[config.mk]
export PLATFORM = sky130hd
export DESIGN_NAME = gpio_in_conditioner_flat
export DESIGN_NICKNAME = d
export VERILOG_FILES = /design/src/rtl/gpio_cond_pkg.sv /design/src/rtl/gpio_in_conditioner_if.sv /design/src/rtl/gpio_debounce_bit.sv /design/src/rtl/gpio_in_conditioner.sv /design/src/flat_wrapper.sv
export SDC_FILE = /design/constraint.sdc
export NUM_CORES = 1
export LEC_CHECK = 0
export ABC_CLOCK_PERIOD_IN_PS = 3970
export CORE_MARGIN = 1.5
export CORE_UTILIZATION = 50
export DETAILED_ROUTE_END_ITERATION = 16
export GPL_TIMING_DRIVEN = 0
export PLACE_DENSITY = 0.72
export SKIP_LAST_GASP = 1
export SYNTH_ARGS = -nofsm -noshare
export SYNTH_HDL_FRONTEND = slang
export SYNTH_HIERARCHICAL = 1
export SYNTH_SLANG_ARGS = --single-unit
[constraint.sdc]
create_clock -name clk -period 3.97 [get_ports clk]
set_clock_uncertainty 0.05 [all_clocks]
set_input_delay 0.5955 -clock clk [delete_from_list [all_inputs] [get_ports clk]]
set_output_delay 0.5955 -clock clk [all_outputs]
set_load 0.01 [all_outputs]
[src/rtl/gpio_cond_pkg.sv]
// rtl/gpio_cond_pkg.sv - shared constants and sizing helpers for the GPIO input conditioner
package gpio_cond_pkg;

  localparam int unsigned BOARD_W_IN = 21;
  localparam logic [BOARD_W_IN-1:0] BOARD_ACTIVE_LOW_MASK = 21'h000007;

  // Clock cycles per 1 ms debounce tick.
  function automatic int unsigned TICK_CYCLES(input int unsigned clk_mhz);
    return clk_mhz * 1000;
  endfunction

  function automatic int unsigned DB_CNT_W(input int unsigned debounce_ms);
    return $clog2(debounce_ms + 1);
  endfunction

endpackage

[src/rtl/gpio_in_conditioner_if.sv]
// rtl/gpio_in_conditioner_if.sv - board-pin side and SoC side signals of the GPIO input conditioner
interface gpio_in_conditioner_if #(
  parameter int W_IN = gpio_cond_pkg::BOARD_W_IN
);
  logic [W_IN-1:0] raw_in;
  logic [W_IN-1:0] edge_clr;
  logic [W_IN-1:0] level_out;
  logic [W_IN-1:0] rise_pulse;
  logic [W_IN-1:0] fall_pulse;
  logic [W_IN-1:0] rise_sticky;
  logic            event_pending;

  modport master (
    output raw_in, edge_clr,
    input  level_out, rise_pulse, fall_pulse, rise_sticky, event_pending
  );

  modport slave (
    input  raw_in, edge_clr,
    output level_out, rise_pulse, fall_pulse, rise_sticky, event_pending
  );
endinterface

[src/rtl/gpio_debounce_bit.sv]
// rtl/gpio_debounce_bit.sv - synchronizer, tick-based debounce counter and edge detect for one pin
// INIT is the pin's inactive raw level; the level output is normalized to active-high.
module gpio_debounce_bit
  import gpio_cond_pkg::*;
#(
  parameter int unsigned DEBOUNCE_MS = 10,
  parameter int unsigned SYNC_STAGES = 2,
  parameter bit          INIT        = 1'b0
) (
  input  logic clk,
  input  logic reset_n,
  input  logic tick,
  input  logic raw,
  output logic level,
  output logic rise,
  output logic fall
);

  localparam int unsigned CW = DB_CNT_W(DEBOUNCE_MS);

  logic [SYNC_STAGES-1:0] sync_q, sync_d;
  logic [CW-1:0]          cnt_q, cnt_d;
  logic                   stable_q, stable_d;
  logic                   level_q, level_d;
  logic                   rise_q, rise_d;
  logic                   fall_q, fall_d;
  logic                   sync_last;

  assign sync_last = sync_q[SYNC_STAGES-1];

  always_comb begin
    sync_d   = {sync_q[SYNC_STAGES-2:0], raw};
    stable_d = stable_q;
    cnt_d    = cnt_q;
    // Any return to the stable value drops all accumulated credit.
    if (sync_last == stable_q) begin
      cnt_d = '0;
    end else if (tick) begin
      if (cnt_q == CW'(DEBOUNCE_MS - 1)) begin
        stable_d = sync_last;
        cnt_d    = '0;
      end else begin
        cnt_d = cnt_q + CW'(1);
      end
    end
    level_d = stable_q ^ INIT;
    rise_d  = level_d & ~level_q;
    fall_d  = ~level_d & level_q;
  end

  always_ff @(posedge clk or negedge reset_n) begin
    if (!reset_n) begin
      sync_q   <= {SYNC_STAGES{INIT}};
      stable_q <= INIT;
      cnt_q    <= '0;
      level_q  <= 1'b0;
      rise_q   <= 1'b0;
      fall_q   <= 1'b0;
    end else begin
      sync_q   <= sync_d;
      stable_q <= stable_d;
      cnt_q    <= cnt_d;
      level_q  <= level_d;
      rise_q   <= rise_d;
      fall_q   <= fall_d;
    end
  end

  assign level = level_q;
  assign rise  = rise_q;
  assign fall  = fall_q;

endmodule

[src/rtl/gpio_in_conditioner.sv]
// rtl/gpio_in_conditioner.sv - conditions KEY/SW pins into debounced active-high levels and edge events
// Sticky rise flags and event_pending exist only when GPIO_COND_STICKY_EN is defined.
module gpio_in_conditioner
  import gpio_cond_pkg::*;
#(
  parameter int unsigned     W_IN            = BOARD_W_IN,
  parameter int unsigned     CLK_MHZ         = 50,
  parameter int unsigned     DEBOUNCE_MS     = 10,
  parameter int unsigned     SYNC_STAGES     = 2,
  parameter logic [W_IN-1:0] ACTIVE_LOW_MASK = W_IN'(BOARD_ACTIVE_LOW_MASK)
) (
  input  logic                  clk,
  input  logic                  reset_n,
  gpio_in_conditioner_if.slave  gpio
);

  localparam int unsigned TICKS = TICK_CYCLES(CLK_MHZ);
  localparam int unsigned PW    = $clog2(TICKS);

  logic [PW-1:0]   presc_q, presc_d;
  logic            tick;
  logic [W_IN-1:0] level_w, rise_w, fall_w;

  // One prescaler shared by every bit keeps all debounce windows phase-aligned.
  always_comb begin
    tick    = (presc_q == PW'(TICKS - 1));
    presc_d = tick ? '0 : presc_q + PW'(1);
  end

  always_ff @(posedge clk or negedge reset_n) begin
    if (!reset_n) presc_q <= '0;
    else          presc_q <= presc_d;
  end

  for (genvar i = 0; i < W_IN; i++) begin : g_bit
    gpio_debounce_bit #(
      .DEBOUNCE_MS (DEBOUNCE_MS),
      .SYNC_STAGES (SYNC_STAGES),
      .INIT        (ACTIVE_LOW_MASK[i])
    ) u_bit (
      .clk     (clk),
      .reset_n (reset_n),
      .tick    (tick),
      .raw     (gpio.raw_in[i]),
      .level   (level_w[i]),
      .rise    (rise_w[i]),
      .fall    (fall_w[i])
    );
  end

  assign gpio.level_out  = level_w;
  assign gpio.rise_pulse = rise_w;
  assign gpio.fall_pulse = fall_w;

`ifdef GPIO_COND_STICKY_EN
  logic [W_IN-1:0] sticky_q, sticky_d;
  logic            pend_q, pend_d;

  // A set in the same cycle as a clear wins so no rise is ever lost.
  always_comb begin
    sticky_d = rise_w | (sticky_q & ~gpio.edge_clr);
    pend_d   = |sticky_q;
  end

  always_ff @(posedge clk or negedge reset_n) begin
    if (!reset_n) begin
      sticky_q <= '0;
      pend_q   <= 1'b0;
    end else begin
      sticky_q <= sticky_d;
      pend_q   <= pend_d;
    end
  end

  assign gpio.rise_sticky   = sticky_q;
  assign gpio.event_pending = pend_q;
`else
  logic unused_edge_clr;

  assign unused_edge_clr    = ^gpio.edge_clr;
  assign gpio.rise_sticky   = '0;
  assign gpio.event_pending = 1'b0;
`endif

endmodule

[src/flat_wrapper.sv]
// flat-port wrapper written by rule: the top's interface ports become plain ports
module gpio_in_conditioner_flat import gpio_cond_pkg::*;
#(
  parameter int unsigned     W_IN            = BOARD_W_IN,
  parameter int unsigned     CLK_MHZ         = 50,
  parameter int unsigned     DEBOUNCE_MS     = 10,
  parameter int unsigned     SYNC_STAGES     = 2,
  parameter logic [W_IN-1:0] ACTIVE_LOW_MASK = W_IN'(BOARD_ACTIVE_LOW_MASK)
)
  (clk, reset_n, gpio_raw_in, gpio_edge_clr, gpio_level_out, gpio_rise_pulse, gpio_fall_pulse, gpio_rise_sticky, gpio_event_pending);
  gpio_in_conditioner_if #(.W_IN(W_IN)) gpio_i ();
  input  logic clk;
  input  logic reset_n;
  input wire logic [$bits(gpio_i.raw_in)-1:0] gpio_raw_in;
  input wire logic [$bits(gpio_i.edge_clr)-1:0] gpio_edge_clr;
  output wire logic [$bits(gpio_i.level_out)-1:0] gpio_level_out;
  output wire logic [$bits(gpio_i.rise_pulse)-1:0] gpio_rise_pulse;
  output wire logic [$bits(gpio_i.fall_pulse)-1:0] gpio_fall_pulse;
  output wire logic [$bits(gpio_i.rise_sticky)-1:0] gpio_rise_sticky;
  output wire logic [$bits(gpio_i.event_pending)-1:0] gpio_event_pending;
  assign gpio_i.raw_in = gpio_raw_in;
  assign gpio_i.edge_clr = gpio_edge_clr;
  assign gpio_level_out = gpio_i.level_out;
  assign gpio_rise_pulse = gpio_i.rise_pulse;
  assign gpio_fall_pulse = gpio_i.fall_pulse;
  assign gpio_rise_sticky = gpio_i.rise_sticky;
  assign gpio_event_pending = gpio_i.event_pending;
  gpio_in_conditioner #(.W_IN(W_IN), .CLK_MHZ(CLK_MHZ), .DEBOUNCE_MS(DEBOUNCE_MS), .SYNC_STAGES(SYNC_STAGES), .ACTIVE_LOW_MASK(ACTIVE_LOW_MASK)) u_core (.clk(clk), .reset_n(reset_n), .gpio(gpio_i));
endmodule
# --- Word-level counts from Yosys, hierarchy flattened ---
# Cells that the tools add are included.
word_totals:
  regBits: 226
  in_bits: 44
  elab_cells: 403
  output_inout_bits: 85
op_classes:
  n_eq_ne: 43
  n_reduce_logical: 42
  mux: 64
  add_sub_neg: 22
  bitwise_logic: 105
ops:
  columns: ["op", "n"]
  rows:
  - ["4-bit two-way mux", 63]
  - ["4-bit by 1-bit adder with 4-bit output, second input constant", 21]
  - ["4-bit equality test, second input constant", 21]
  - ["1-bit inverter", 63]
  - ["3-bit AND reduction", 21]
  - ["1-bit AND", 42]
  - ["2-bit nonzero test", 21]
  - ["1-bit equality test", 21]
  - ["16-bit by 1-bit adder with 16-bit output, second input constant", 1]
  - ["16-bit equality test, second input constant", 1]
  - ["16-bit two-way mux", 1]

# --- Logic depth before layout (Yosys ltp) ---
# Gate-level depths: netlist of the first run.
logic_depth:
  ltp_word: 4
  mapped_depth: 7
  mapped_depth_nobuf: 6

# --- Hierarchy ---
# The synthesis of the first run kept the hierarchy.
by_module_without_submodules:
  columns: ["module", "cells_per_inst", "n_inst", "area_each_um2", "seq_area_each_um2"]
  rows:
  - ["gpio_debounce_bit at u_core.g_bit[10].u_bit ...", 30, 18, 386.6, 250.2]
  - ["gpio_in_conditioner", 91, 1, 919.6, 400.4]
  - ["gpio_debounce_bit at u_core.g_bit[1].u_bit ...", 31, 2, 391.6, 254.0]
  - ["gpio_debounce_bit at u_core.g_bit[0].u_bit", 37, 1, 431.7, 254.0]

# --- Worst setup path before layout of the first run ---
# Ideal clock, no wire load.
synth_path:
  path_type: "reg2reg"
  start: "register u_core.presc_q[0]"
  end: "register u_core.g_bit[10].u_bit.stable_q"
  setup_ns: 0.125
  t_arrival_ns: 2.706
  required_ns: 3.795
  synth_period_minus_slack_ns: 2.881
  n_path_buf: 1
  path_stages_with_launch: 8
  path_slack_ns: 1.089
  path_cell_list: "dfrtp_1 > ha_1 > and3_1 > and4_1 > buf_2 > nand2_2 > nor3b_1 > mux2_2"
synth_between:
  elab_chain_cells: 2
synth_rtl:
  columns: ["element", "line", "source"]
  rows:
  - ["from (decl)", "gpio_in_conditioner.sv:20", "logic [PW-1:0] presc_q, presc_d;"]
  - ["from (signal assigned)", "gpio_in_conditioner.sv:32", "else presc_q <= presc_d;"]
  - ["16-bit equality test", "gpio_in_conditioner.sv:26", "tick = (presc_q == PW'(TICKS - 1));"]
  - ["named net u_core.tick", "gpio_in_conditioner.sv:21", "logic tick;"]
  - ["3-bit AND reduction (no line)", null, null]
  - ["to (signal assigned)", "gpio_debounce_bit.sv:61", "stable_q <= stable_d;"]
  - ["to (decl)", "gpio_debounce_bit.sv:23", "logic stable_q, stable_d;"]
# The timed path passes the listed nets, and every way through them passes these cells.
# A chain may end at the register's enable or synchronous reset.

# --- Final worst setup path of the first run ---
layout_path:
  start: "register u_core.presc_q[8]"
  end: "register u_core.g_bit[13].u_bit.stable_q"
layout_between:
  elab_chain_cells: 2
layout_rtl:
  columns: ["element", "line"]
  rows:
  - ["16-bit equality test", "gpio_in_conditioner.sv:26"]
  - ["named net u_core.tick", "gpio_in_conditioner.sv:21"]
  - ["3-bit AND reduction (no line)", null]
  - ["to (signal assigned)", "gpio_debounce_bit.sv:61"]
  - ["to (decl)", "gpio_debounce_bit.sv:23"]
# The timed path passes the listed nets, and every way through them passes these cells.

==> results of run 1 <==
-- state kept, by name, summed over array words and instances (netlist names) --
register	cells
u_core/g_bit.u_bit/sync_q	42
u_core/g_bit.u_bit/fall	21
u_core/g_bit.u_bit/stable_q	3
u_core/g_bit.u_bit/level	21
u_core/g_bit.u_bit/cnt_q	84
u_core/presc_q	16
u_core/g_bit.u_bit/rise	21
u_core/g_bit.u_bit/level_d	18
-- synth_stat cells, drive strengths merged (2+ instances only) --
cell type | instances | share of area
nand3b | 4 | 0.0033
nand2b | 2 | 0.0014
or3 | 21 | 0.015
and4b | 22 | 0.027
nor2 | 51 | 0.021
xnor2 | 45 | 0.043
nand2 | 49 | 0.026
nor2b | 77 | 0.058
xor2 | 27 | 0.026
and4 | 3 | 0.0034
a21oi | 45 | 0.033
ha | 3 | 0.0041
mux2 | 20 | 0.025
nand4 | 3 | 0.0021
nand3 | 25 | 0.014
inv | 4 | 0.0017
and2 | 3 | 0.0021
dfstp | 9 | 0.026
buf | 23 | 0.019
nor3b | 20 | 0.017
dfrtp | 217 | 0.60
nor4bb | 2 | 0.0022
o21ai | 44 | 0.024
-- layer usage --
metal / routed length [um] / up-vias / share of wire
li1: - / 2708 / -
met1: 6440 / 2896 / 0.41
met2: 8300 / 114 / 0.53
met3: 709 / 27 / 0.045
met4: 273 / 0 / 0.017
met5: 0 / - / 0
-- final cells by class --
type / instances / area, um^2
Buffer: 24 / 176
Clock buffer: 40 / 782
Clock inverter: 3 / 65.1
Fill cell: 1388 / 6680
Inverter: 4 / 15.0
Multi-Input combinational cell: 497 / 3320
Sequential cell: 226 / 5670
Tap cell: 229 / 287
Timing Repair Buffer: 87 / 911
-- worst max-delay path, delay by kind of cell, from the launching register on --
family	cells	cell delay, ns
buf+inv	3	1.05
mux	1	0.37
simple gates	4	0.79
flops	1	0.32
-- power breakdown --
group          total, uW  switching (uW)  leakage, uW  internal (uW)
registers           2340            9.96      0.00301           2330
clock network       2320             854     0.000418           1460
logic                115            72.1      0.00155           43.0
total               4770             936      0.00498           3830
-- worst paths after layout --
check | from | endpoint | slack [ns] | cells past startpoint
worst max-delay path | u_core/presc_q[8]$_DFF_PN0_ | u_core/g_bit[13].u_bit/level_d$_DFFE_PN0P_ | 1.23 | 8
worst min-delay path | reset_n | u_core/g_bit[3].u_bit/rise$_DFF_PN0_ | 0.06 | 1
worst max register to register | u_core/presc_q[8]$_DFF_PN0_ | u_core/g_bit[13].u_bit/level_d$_DFFE_PN0P_ | 1.23 | 8
worst min register to register | u_core/g_bit[9].u_bit/sync_q[0]$_DFF_PN0_ | u_core/g_bit[9].u_bit/sync_q[1]$_DFF_PN0_ | 0.30 | 0
max in group asynchronous | reset_n | u_core/g_bit[17].u_bit/cnt_q[2]$_DFFE_PN0P_ | 2.74 | 2
min in group clk | u_core/g_bit[9].u_bit/sync_q[0]$_DFF_PN0_ | u_core/g_bit[9].u_bit/sync_q[1]$_DFF_PN0_ | 0.30 | 0
-- stage by stage --
step | instances | power [uW] | util | TNS (ns)
2_1_floorplan | 751 | 2420 | - | 0
3_3_place_gp | 1065 | 2490 | 0.576 | -1486.50
3_5_place_dp | 1067 | 2500 | 0.579 | 0
4_1_cts | 1110 | 4840 | 0.627 | 0
5_1_grt | 1110 | 4950 | 0.627 | 0
6_report | 1110 | 4770 | 0.627 | 0
-- kinds of logic (layout without fill, tap and decap cells) --
| logic type | count (synthesis) | count (layout) | share of synthesized area |
|---|---|---|---|
| AND/OR/NAND/NOR | 287 | 287 | 0.196 |
| flip-flops | 226 | 226 | 0.623 |
| AO/OA/AOI/OAI | 93 | 93 | 0.0614 |
| XOR/XNOR | 72 | 72 | 0.0693 |
| buffers and inverters | 28 | 158 | 0.0208 |
| multiplexers | 20 | 20 | 0.0248 |
| adder cells (fa/ha/maj) | 3 | 3 | 0.00413 |
| other | 1 | 22 | 0.000412 |
==> results by group, run 1 <==
Outcome
  – Status: complete, no violations

Detailed routing
  – DRC: 0
  – ANT nets after route: 0
  – DR pass1 iterations: 4
  – Via/cell ratio: 5.18
  – WL final: 15,700 um
  – DR vias: 5,745
  – DRT iter0 DRCs: 220
  – Wire length per cell: 14.2 um

Setup path
  – Critical setup path kind: reg -> reg
  – Critical Path AT: 3.07 ns
  – Critical Path Sink Type: flop
  – CP Launch Type: flop
  – Slowest stage delay, CP: 0.47 ns
  – Critical-path top delay cell: buf_4
  – CP cell instances: clkbuf_1, nor4bb_1, and4_1, buf_4, buf_16, nand2_2, nor3b_1, mux2_2
  – Critical path fanouts, max: 54
  – Worst path required time: 4.30 ns

Global route
  – Tot GR Track Use: 0.172
  – Largest net degree at the start of global routing: 124
  – M3 GR Usage: 0.0358
  – Global Route met1 Usage: 0.199
  – Global route overflow: 0
  – Initial antenna violation count: 0
  – First-pass GRT wire length: 26,500 um
  – Number of global-route vias before repair: 5,852
  – Met2 Use GR: 0.318
  – GR peak layer: met2

Synthesis
  – Yosys cell types: 42
  – Register bit count reported by yosys: 226
  – Syn Inst Count: 730
  – Sequential element share of the synthesized area: 0.623
  – Mean Syn Cell Area: 12.5 um^2
  – Synthesized area: 9090 um^2
  – Syn. warnings: 6
  – FFs w/ async S/R, synth: 1.00
  – Number of synthesized flops with an enable pin: 0
  – Primary FF master, synth: dfrtp_1

Final layout
  – Fin area: 11,200 um^2
  – Commonest non-fill, non-tap cell in the layout: dfrtp_1
  – Most frequent cells in the layout: 217 x dfrtp_1, 84 x clkdlybuf4s50_1, 57 x nor2b_1
  – NumNets Final: 911
  – ANT cells: 0
  – Area delta synth->final: 23.4%
  – Share of cells above drive strength 1: 0.204

Clocking
  – Clk slew on worst S/H paths: 0.06 ns
  – TritonCTS clock tree: yes
  – Clock Sinks: 226
  – CTS Buf Count: 24
  – Hold_buf cts: 0
  – Skew-Pair Late Insertion Delay: 0.50 ns
  – Cts repair resizes: 0
  – H-tree Lvls: 1
  – CTS root buffer: clkbuf_16
  – Maximum buffer depth of the clock tree: 3
  – Post-CTS Setup Inserts: 0

Timing
  – Max Clk Rate: 0.365 GHz
  – Final period util: 0.690
  – Worst rel slew slack: 0.474
  – Hold Vio Cnt, Final: 0
  – Slew Limit Fails: 0
  – Final WS setup: 1.23 ns
  – Final setup fails: 0
  – Final min period: 2.74 ns
  – Slew @ Worst Pin: 0.789 ns
  – RSZ-0062 raised after global routing: no
  – Hold slack: 0.0614 ns

Flow run
  – Max-Cap Viols: 0

Power
  – PwrDens: 425 nW/um^2
  – P_leak: 0.00498 uW
  – Peak supply drop: 0.329 mV

Floorplan
  – FP Rows: 49
  – DIE AREA: 19,000 um^2
  – Initial Util: 0.508
  – Die Y: 138 um
  – Core ar.: 17,900 um^2
  – Ports: 129
  – Die Wd: 138 um

Hold path
  – Min-Delay Path Class: in -> async

Placed design
  – Final Wtd Congestion: 0.681
  – Cell area after placement: 10,400 um^2
  – HPWL after DPL: 10,300 um
  – Post-Place Setup Slack: 1.25 ns
  – I/O Buffers: 85
Note: power is estimated with default switching activity, not from simulation.
==> inputs of run 2 (changes only) <==
Settings changed: ABC_CLOCK_PERIOD_IN_PS 3970 to 2700.
Clock period 3.97 ns to 2.7 ns, I/O delays scaled along.
==> run 2 against run 1 <==
Global-route usage is 0.90 points lower. Via count decreased by 1.1%. Combinational power up 51%. Critical path depth down 1. Die area did not move. Fmax grew 10%. Sequential cell count is the same. First-iteration DRC count up 0.45%. Core utilization about the same. Critical path type unchanged.
==> results by group, run 2 (synthesis results as in run 1) <==
Setup path
  – Critical setup path kind: reg -> reg
  – Critical Path Sink Type: flop
  – CP Launch Type: flop
  – Critical path fanouts, max: 97 (+80%)
  – Critical Path AT: 2.82 ns (-0.25 ns)
  – Worst path required time: 3.03 ns (-1.27 ns)

Floorplan
  – Core ar.: 17,900 um^2 (unchanged)
  – Die Y: 138 um (unchanged)
  – Ports: 129 (unchanged)
  – FP Rows: 49 (unchanged)
  – DIE AREA: 19,000 um^2 (unchanged)
  – Die Wd: 138 um (unchanged)
  – Initial Util: 0.508 (unchanged)

Detailed routing
  – Wire length per cell: 13.7 um (-3.2%)
  – DR pass1 iterations: 4 (unchanged)
  – Via/cell ratio: 5.11 (-1.3%)
  – ANT nets after route: 0 (unchanged)
  – WL final: 15,200 um (-3.0%)
  – DRC: 0 (unchanged)
  – DR vias: 5,681 (-1.1%)
  – DRT iter0 DRCs: 221 (+0.45%)

Power
  – Switching share of power: 0.198 (+0.00195)
  – PwrDens: 620 nW/um^2 (+46%)
  – Part of the power in combinational logic: 0.025 (about the same)
  – Post-layout power: 6960 uW (+46%)
  – Internal Dissipation: 5580 uW (+46%)
  – Peak supply drop: 0.523 mV (+59%)
  – Clock power share: 0.481 (-0.005)
  – Reg power frac: 0.494 (+0.004)
  – Net Switching: 1380 uW (+47%)
  – P_leak: 0.00498 uW (about the same)

Timing
  – Final min period: 2.48 ns (-0.255 ns)
  – Max Clk Rate: 0.403 GHz (+10%)
  – Final WS setup: 0.217 ns (-1.01 ns)
  – Hold Vio Cnt, Final: 0 (unchanged)
  – Slew Limit Fails: 0 (unchanged)
  – RSZ-0062 raised after global routing: no
  – Final period util: 0.920 (+0.230)
  – Final setup fails: 0 (unchanged)

Global route
  – Tot GR Track Use: 0.163 (-0.00901)
  – Largest net degree at the start of global routing: 98 (-21%)
  – Global route overflow: 0 (unchanged)
  – First-pass GRT wire length: 25,300 um (-4.8%)
  – Number of global-route vias before repair: 5,691 (-2.8%)
  – Initial antenna violation count: 0 (unchanged)

Outcome
  – Status: complete, no violations

Hold path
  – Min-Delay Path Class: in -> reg

Final layout
  – Biggest register: u_core/g_bit.u_bit/cnt_q
  – Fin cells: 1,112 (+0.18%)
  – ANT cells: 0 (unchanged)
  – Area delta synth->final: 23.4% (about the same)
  – NumNets Final: 912 (+0.11%)
  – Share of cells above drive strength 1: 0.205 (+0.000670)
  – Commonest non-fill, non-tap cell in the layout: dfrtp_1
  – Most frequent cells in the layout: 217 x dfrtp_1, 84 x clkdlybuf4s50_1, 57 x nor2b_1
  – Biggest registers after layout: u_core/g_bit.u_bit/cnt_q x84, u_core/g_bit.u_bit/sync_q x42
  – Max reg flops: 84 (unchanged)

Placed design
  – Final Wtd Congestion: 0.748 (+9.8%)
  – I/O Buffers: 85 (unchanged)
  – Post-Place Setup Slack: -0.231 ns (-1.48 ns)
  – DP Cell Count: 1,067 (unchanged)
  – HPWL after DPL: 10,100 um (-1.6%)

Clocking
  – Maximum buffer depth of the clock tree: 3 (unchanged)
  – CTS Buf Count: 24 (unchanged)
  – Clk slew on worst S/H paths: 0.06 ns (about the same)
  – CTS root buffer: clkbuf_16
  – Skew-Pair Late Insertion Delay: 0.51 ns (about the same)
  – TritonCTS clock tree: yes
  – Post-CTS Setup Inserts: 0 (unchanged)
  – Clock Sinks: 226 (unchanged)
  – H-tree Lvls: 1 (unchanged)

Flow run
  – Max-Cap Viols: 0 (unchanged)
run 2: path summary, 6_finish.rpt:
path | startpoint | end | slack, ns | cells after the start
max | u_core/presc_q[0]$_DFF_PN0_ | u_core/g_bit[10].u_bit/level_d$_DFFE_PN0P_ | 0.22 | 7
min | gpio_raw_in[1] | u_core/g_bit[1].u_bit/sync_q[0]$_DFF_PN1_ | 0.25 | 1
max reg2reg | u_core/presc_q[0]$_DFF_PN0_ | u_core/g_bit[10].u_bit/level_d$_DFFE_PN0P_ | 0.22 | 7
min reg2reg | u_core/g_bit[8].u_bit/sync_q[0]$_DFF_PN0_ | u_core/g_bit[8].u_bit/sync_q[1]$_DFF_PN0_ | 0.30 | 0
max in group asynchronous | reset_n | u_core/g_bit[2].u_bit/stable_q$_DFFE_PN1P_ | 1.44 | 3
min in group asynchronous | reset_n | u_core/g_bit[9].u_bit/rise$_DFF_PN0_ | 0.36 | 2
run 2: routing by layer:
| layer | GRT usage | vias to the layer above | wire length, um | part of all wire |
|---|---|---|---|---|
| li1 | - | 2725 | - | - |
| met1 | 0.192 | 2837 | 6330 | 0.41 |
| met2 | 0.296 | 91 | 8000 | 0.52 |
| met3 | 0.0365 | 28 | 626 | 0.041 |
| met4 | 0.0451 | 0 | 299 | 0.020 |
| met5 | 0 | - | 0 | 0 |
run 2: worst max-delay path, stage by stage, from the launching register on:
cell	delay (ns)
dfrtp_1	0.38
ha_1	0.20
and3_1	0.26
and4_1	0.26
buf_12	0.43
nand2_2	0.15
nor3b_1	0.27
mux2_2	0.36
run 2: power by group through the flow:
stage	Sequential, uW	Clock, uW	Combinational, uW
after floorplan	3500	0	62.6
after global placement	3500	0	162
after detailed placement	3500	0	177
after CTS	3440	3460	180
after global routing	3440	3600	199
final	3440	3350	174
run 2: final cells by class:
class / count / area (um^2)
fillers: 1362 / 6680
clock buffers: 34 / 699
repair buffers: 88 / 921
inverters: 4 / 15.0
flip-flops and latches: 226 / 5670
clock inverters: 10 / 129
plain buffers: 24 / 189
multi-input cells: 497 / 3320
well taps: 229 / 287
run 2: repair_timing:
action                                  in CTS  in global routing
hold endpoints to repair                    54                  0
hold buffers                                 1                  0
endpoints found under the setup margin      57                 19
pin swaps                                    0                  0
gates resized for setup                      2                  1
run 2: per-stage QoR:
stage | setup TNS, ns | hold WS, ns | cell area [um^2] | util
6_report | 0 | 0.251 | 11200 | 0.627
3_3_place_gp | -1726.19 | 0.282 | 10300 | 0.576
2_1_floorplan | 0 | 0.0594 | 9180 | -
5_1_grt | 0 | 0.246 | 11200 | 0.627
3_5_place_dp | -5.22 | 0.287 | 10400 | 0.579
4_1_cts | 0 | 0.230 | 11200 | 0.627
==> inputs of run 3 (changes only) <==
Settings changed: GPL_TIMING_DRIVEN 0 to not set.
==> run 3 against run 2 <==
Critical path type unchanged. Largest power group is now clock. Sequential power about the same. Register-to-register slack improved by 0.12 ns. Clock-buffer cell count did not move. Global-route usage up 0.72 points. Fmax increased by 4.9%. Via count fell by 0.49%. First-iteration DRC count rose by 15%. Critical path depth is the same.
==> results by group, run 3 (synthesis results as in run 1) <==
Clocking
  – TritonCTS clock tree: yes
  – Cts repair resizes: 0 (-2)
  – Clock Sinks: 226 (unchanged)
  – Post-CTS Setup Inserts: 0 (unchanged)
  – CTS Buf Count: 24 (unchanged)
  – Clk slew on worst S/H paths: 0.06 ns (about the same)
  – H-tree Lvls: 1 (unchanged)
  – Skew-Pair Late Insertion Delay: 0.52 ns (about the same)
  – Maximum buffer depth of the clock tree: 3 (unchanged)
  – CTS root buffer: clkbuf_16
  – Hold_buf cts: 1 (unchanged)

Final layout
  – Area delta synth->final: 22.2%
  – ANT cells: 0 (unchanged)
  – Share of cells above drive strength 1: 0.189 (-0.0161)
  – Fin cells: 1,092 (-1.8%)
  – FF+latch area: 5670 um^2 (unchanged)
  – Commonest non-fill, non-tap cell in the layout: dfrtp_1
  – FILL cells: 1,335 (-2.0%)
  – Biggest registers after layout: u_core/g_bit.u_bit/cnt_q x84, u_core/g_bit.u_bit/sync_q x42
  – NumNets Final: 892 (-2.2%)
  – Core Util, Final: 0.621 (-0.00629)
  – Max reg flops: 84 (unchanged)
  – Biggest register: u_core/g_bit.u_bit/cnt_q
  – Most frequent cells in the layout: 217 x dfrtp_1, 84 x clkdlybuf4s50_1, 57 x nor2b_1
  – Footprint of the multi-input gates: 3320 um^2 (about the same)

Floorplan
  – Ports: 129 (unchanged)
  – Die Y: 138 um (unchanged)
  – FP Rows: 49 (unchanged)
  – Core ar.: 17,900 um^2 (unchanged)
  – DIE AREA: 19,000 um^2 (unchanged)
  – Die Wd: 138 um (unchanged)
  – Initial Util: 0.508 (unchanged)

Flow run
  – Max-Cap Viols: 0 (unchanged)

Detailed routing
  – WL final: 15,500 um (+1.4%)
  – ANT nets after route: 0 (unchanged)
  – DR vias: 5,653 (-0.49%)
  – DR pass1 iterations: 4 (unchanged)
  – DRT iter0 DRCs: 254 (+15%)
  – DRC: 0 (unchanged)
  – Via/cell ratio: 5.18 (+1.3%)
  – Wire length per cell: 14.2 um (+3.2%)

Global route
  – Initial antenna violation count: 0 (unchanged)
  – Global route overflow: 0 (unchanged)
  – Tot GR Track Use: 0.170 (+0.00723)
  – First-pass GRT wire length: 26,400 um (+4.5%)
  – Largest net degree at the start of global routing: 93 (-5.1%)
  – Number of global-route vias before repair: 5,789 (+1.7%)

Timing
  – Final period util: 0.877 (-0.0428)
  – Final setup fails: 0 (unchanged)
  – Final min period: 2.37 ns (-0.116 ns)
  – Hold Vio Cnt, Final: 0 (unchanged)
  – Max Clk Rate: 0.422 GHz (+4.9%)
  – Setup TNS: 0 ns (unchanged)
  – Slew Limit Fails: 0 (unchanged)
  – Hold slack: 0.244 ns (-0.00697 ns)
  – RSZ-0062 raised after global routing: no

Outcome
  – Status: complete, no violations

Placed design
  – HPWL after DPL: 10,200 um (+1.1%)
  – I/O Buffers: 85 (unchanged)
  – DP Cell Count: 1,047 (-1.9%)
  – Final Wtd Congestion: 0.727 (-2.8%)

Power
  – Peak supply drop: 0.442 mV (-16%)
  – PwrDens: 638 nW/um^2 (+2.8%)
  – P_leak: 0.00488 uW (-2.1%)

Setup path
  – Worst path required time: 3.05 ns (+0.02 ns)
  – Critical setup path kind: reg -> reg
  – Critical Path AT: 2.72 ns (-0.10 ns)
  – Critical path fanouts, max: 33 (-66%)
  – R2r setup slk: 0.33 ns (+0.12 ns)
  – CP Launch Type: flop
  – Critical Path Sink Type: flop

Hold path
  – Min-Delay Path Class: in -> reg
[run 3: cell count changes in the layout (fill, tap and decap cells not counted), sizes merged]
cell / previous run / this run
clkinvlp: 0 / 2
clkbuf: 35 / 34
bufinv: 3 / 4
clkinv: 7 / 4
buf: 26 / 7
[run 3: critical path, stage by stage, from the launching register on]
cell and delay [ns]:
dfrtp_1 0.39, ha_1 0.19, and3_1 0.25, and4_4 0.39, buf_12 0.24, nand2_2 0.10, nor3b_1 0.24, mux2_2 0.37
[run 3: cell type report]
class,count,area share
sequential,226,0.510
clock buffer,34,0.0630
tap,229,0.0258
inverter,4,0.00135
clock inverter,10,0.0146
timing repair buffer,92,0.0865
multi-input combinational,497,0.299
[run 3: stage by stage]
step           setup slack [ns]  cell area (um^2)  power [uW]
5_1_grt                   0.181             11100        7360
2_1_floorplan             0.259              9180        3560
3_3_place_gp              0.408             10200        3640
3_5_place_dp              0.333             10200        3650
4_1_cts                   0.319             11100        7190
6_report                  0.333             11100        7090
[run 3: worst paths after layout]
kind	startpoint	to	cells after the start
max in group asynchronous	reset_n	u_core/g_bit[0].u_bit/stable_q$_DFFE_PN1P_	3
hold / removal	gpio_raw_in[2]	u_core/g_bit[2].u_bit/sync_q[0]$_DFF_PN1_	1
setup / recovery	u_core/presc_q[0]$_DFF_PN0_	u_core/g_bit[8].u_bit/level_d$_DFFE_PN0P_	7
hold reg to reg	u_core/g_bit[13].u_bit/sync_q[0]$_DFF_PN0_	u_core/g_bit[13].u_bit/sync_q[1]$_DFF_PN0_	0
setup reg to reg	u_core/presc_q[0]$_DFF_PN0_	u_core/g_bit[8].u_bit/level_d$_DFFE_PN0P_	7
min in group asynchronous	reset_n	u_core/g_bit[9].u_bit/fall$_DFF_PN0_	2
[run 3: routing by layer]
| layer | track usage | wire length (um) | vias up |
|---|---|---|---|
| met1 | 0.203 | 6340 | 2856 |
| met2 | 0.302 | 8010 | 92 |
| li1 | - | - | 2678 |
| met3 | 0.0402 | 790 | 27 |
| met5 | 0 | 0 | - |
| met4 | 0.0544 | 314 | 0 |
[run 3: power breakdown]
| part | total [uW] | internal, uW | switching (uW) |
|---|---|---|---|
| clock network | 3500 | 2190 | 1310 |
| registers | 3440 | 3420 | 14.5 |
| logic | 148 | 45.5 | 103 |
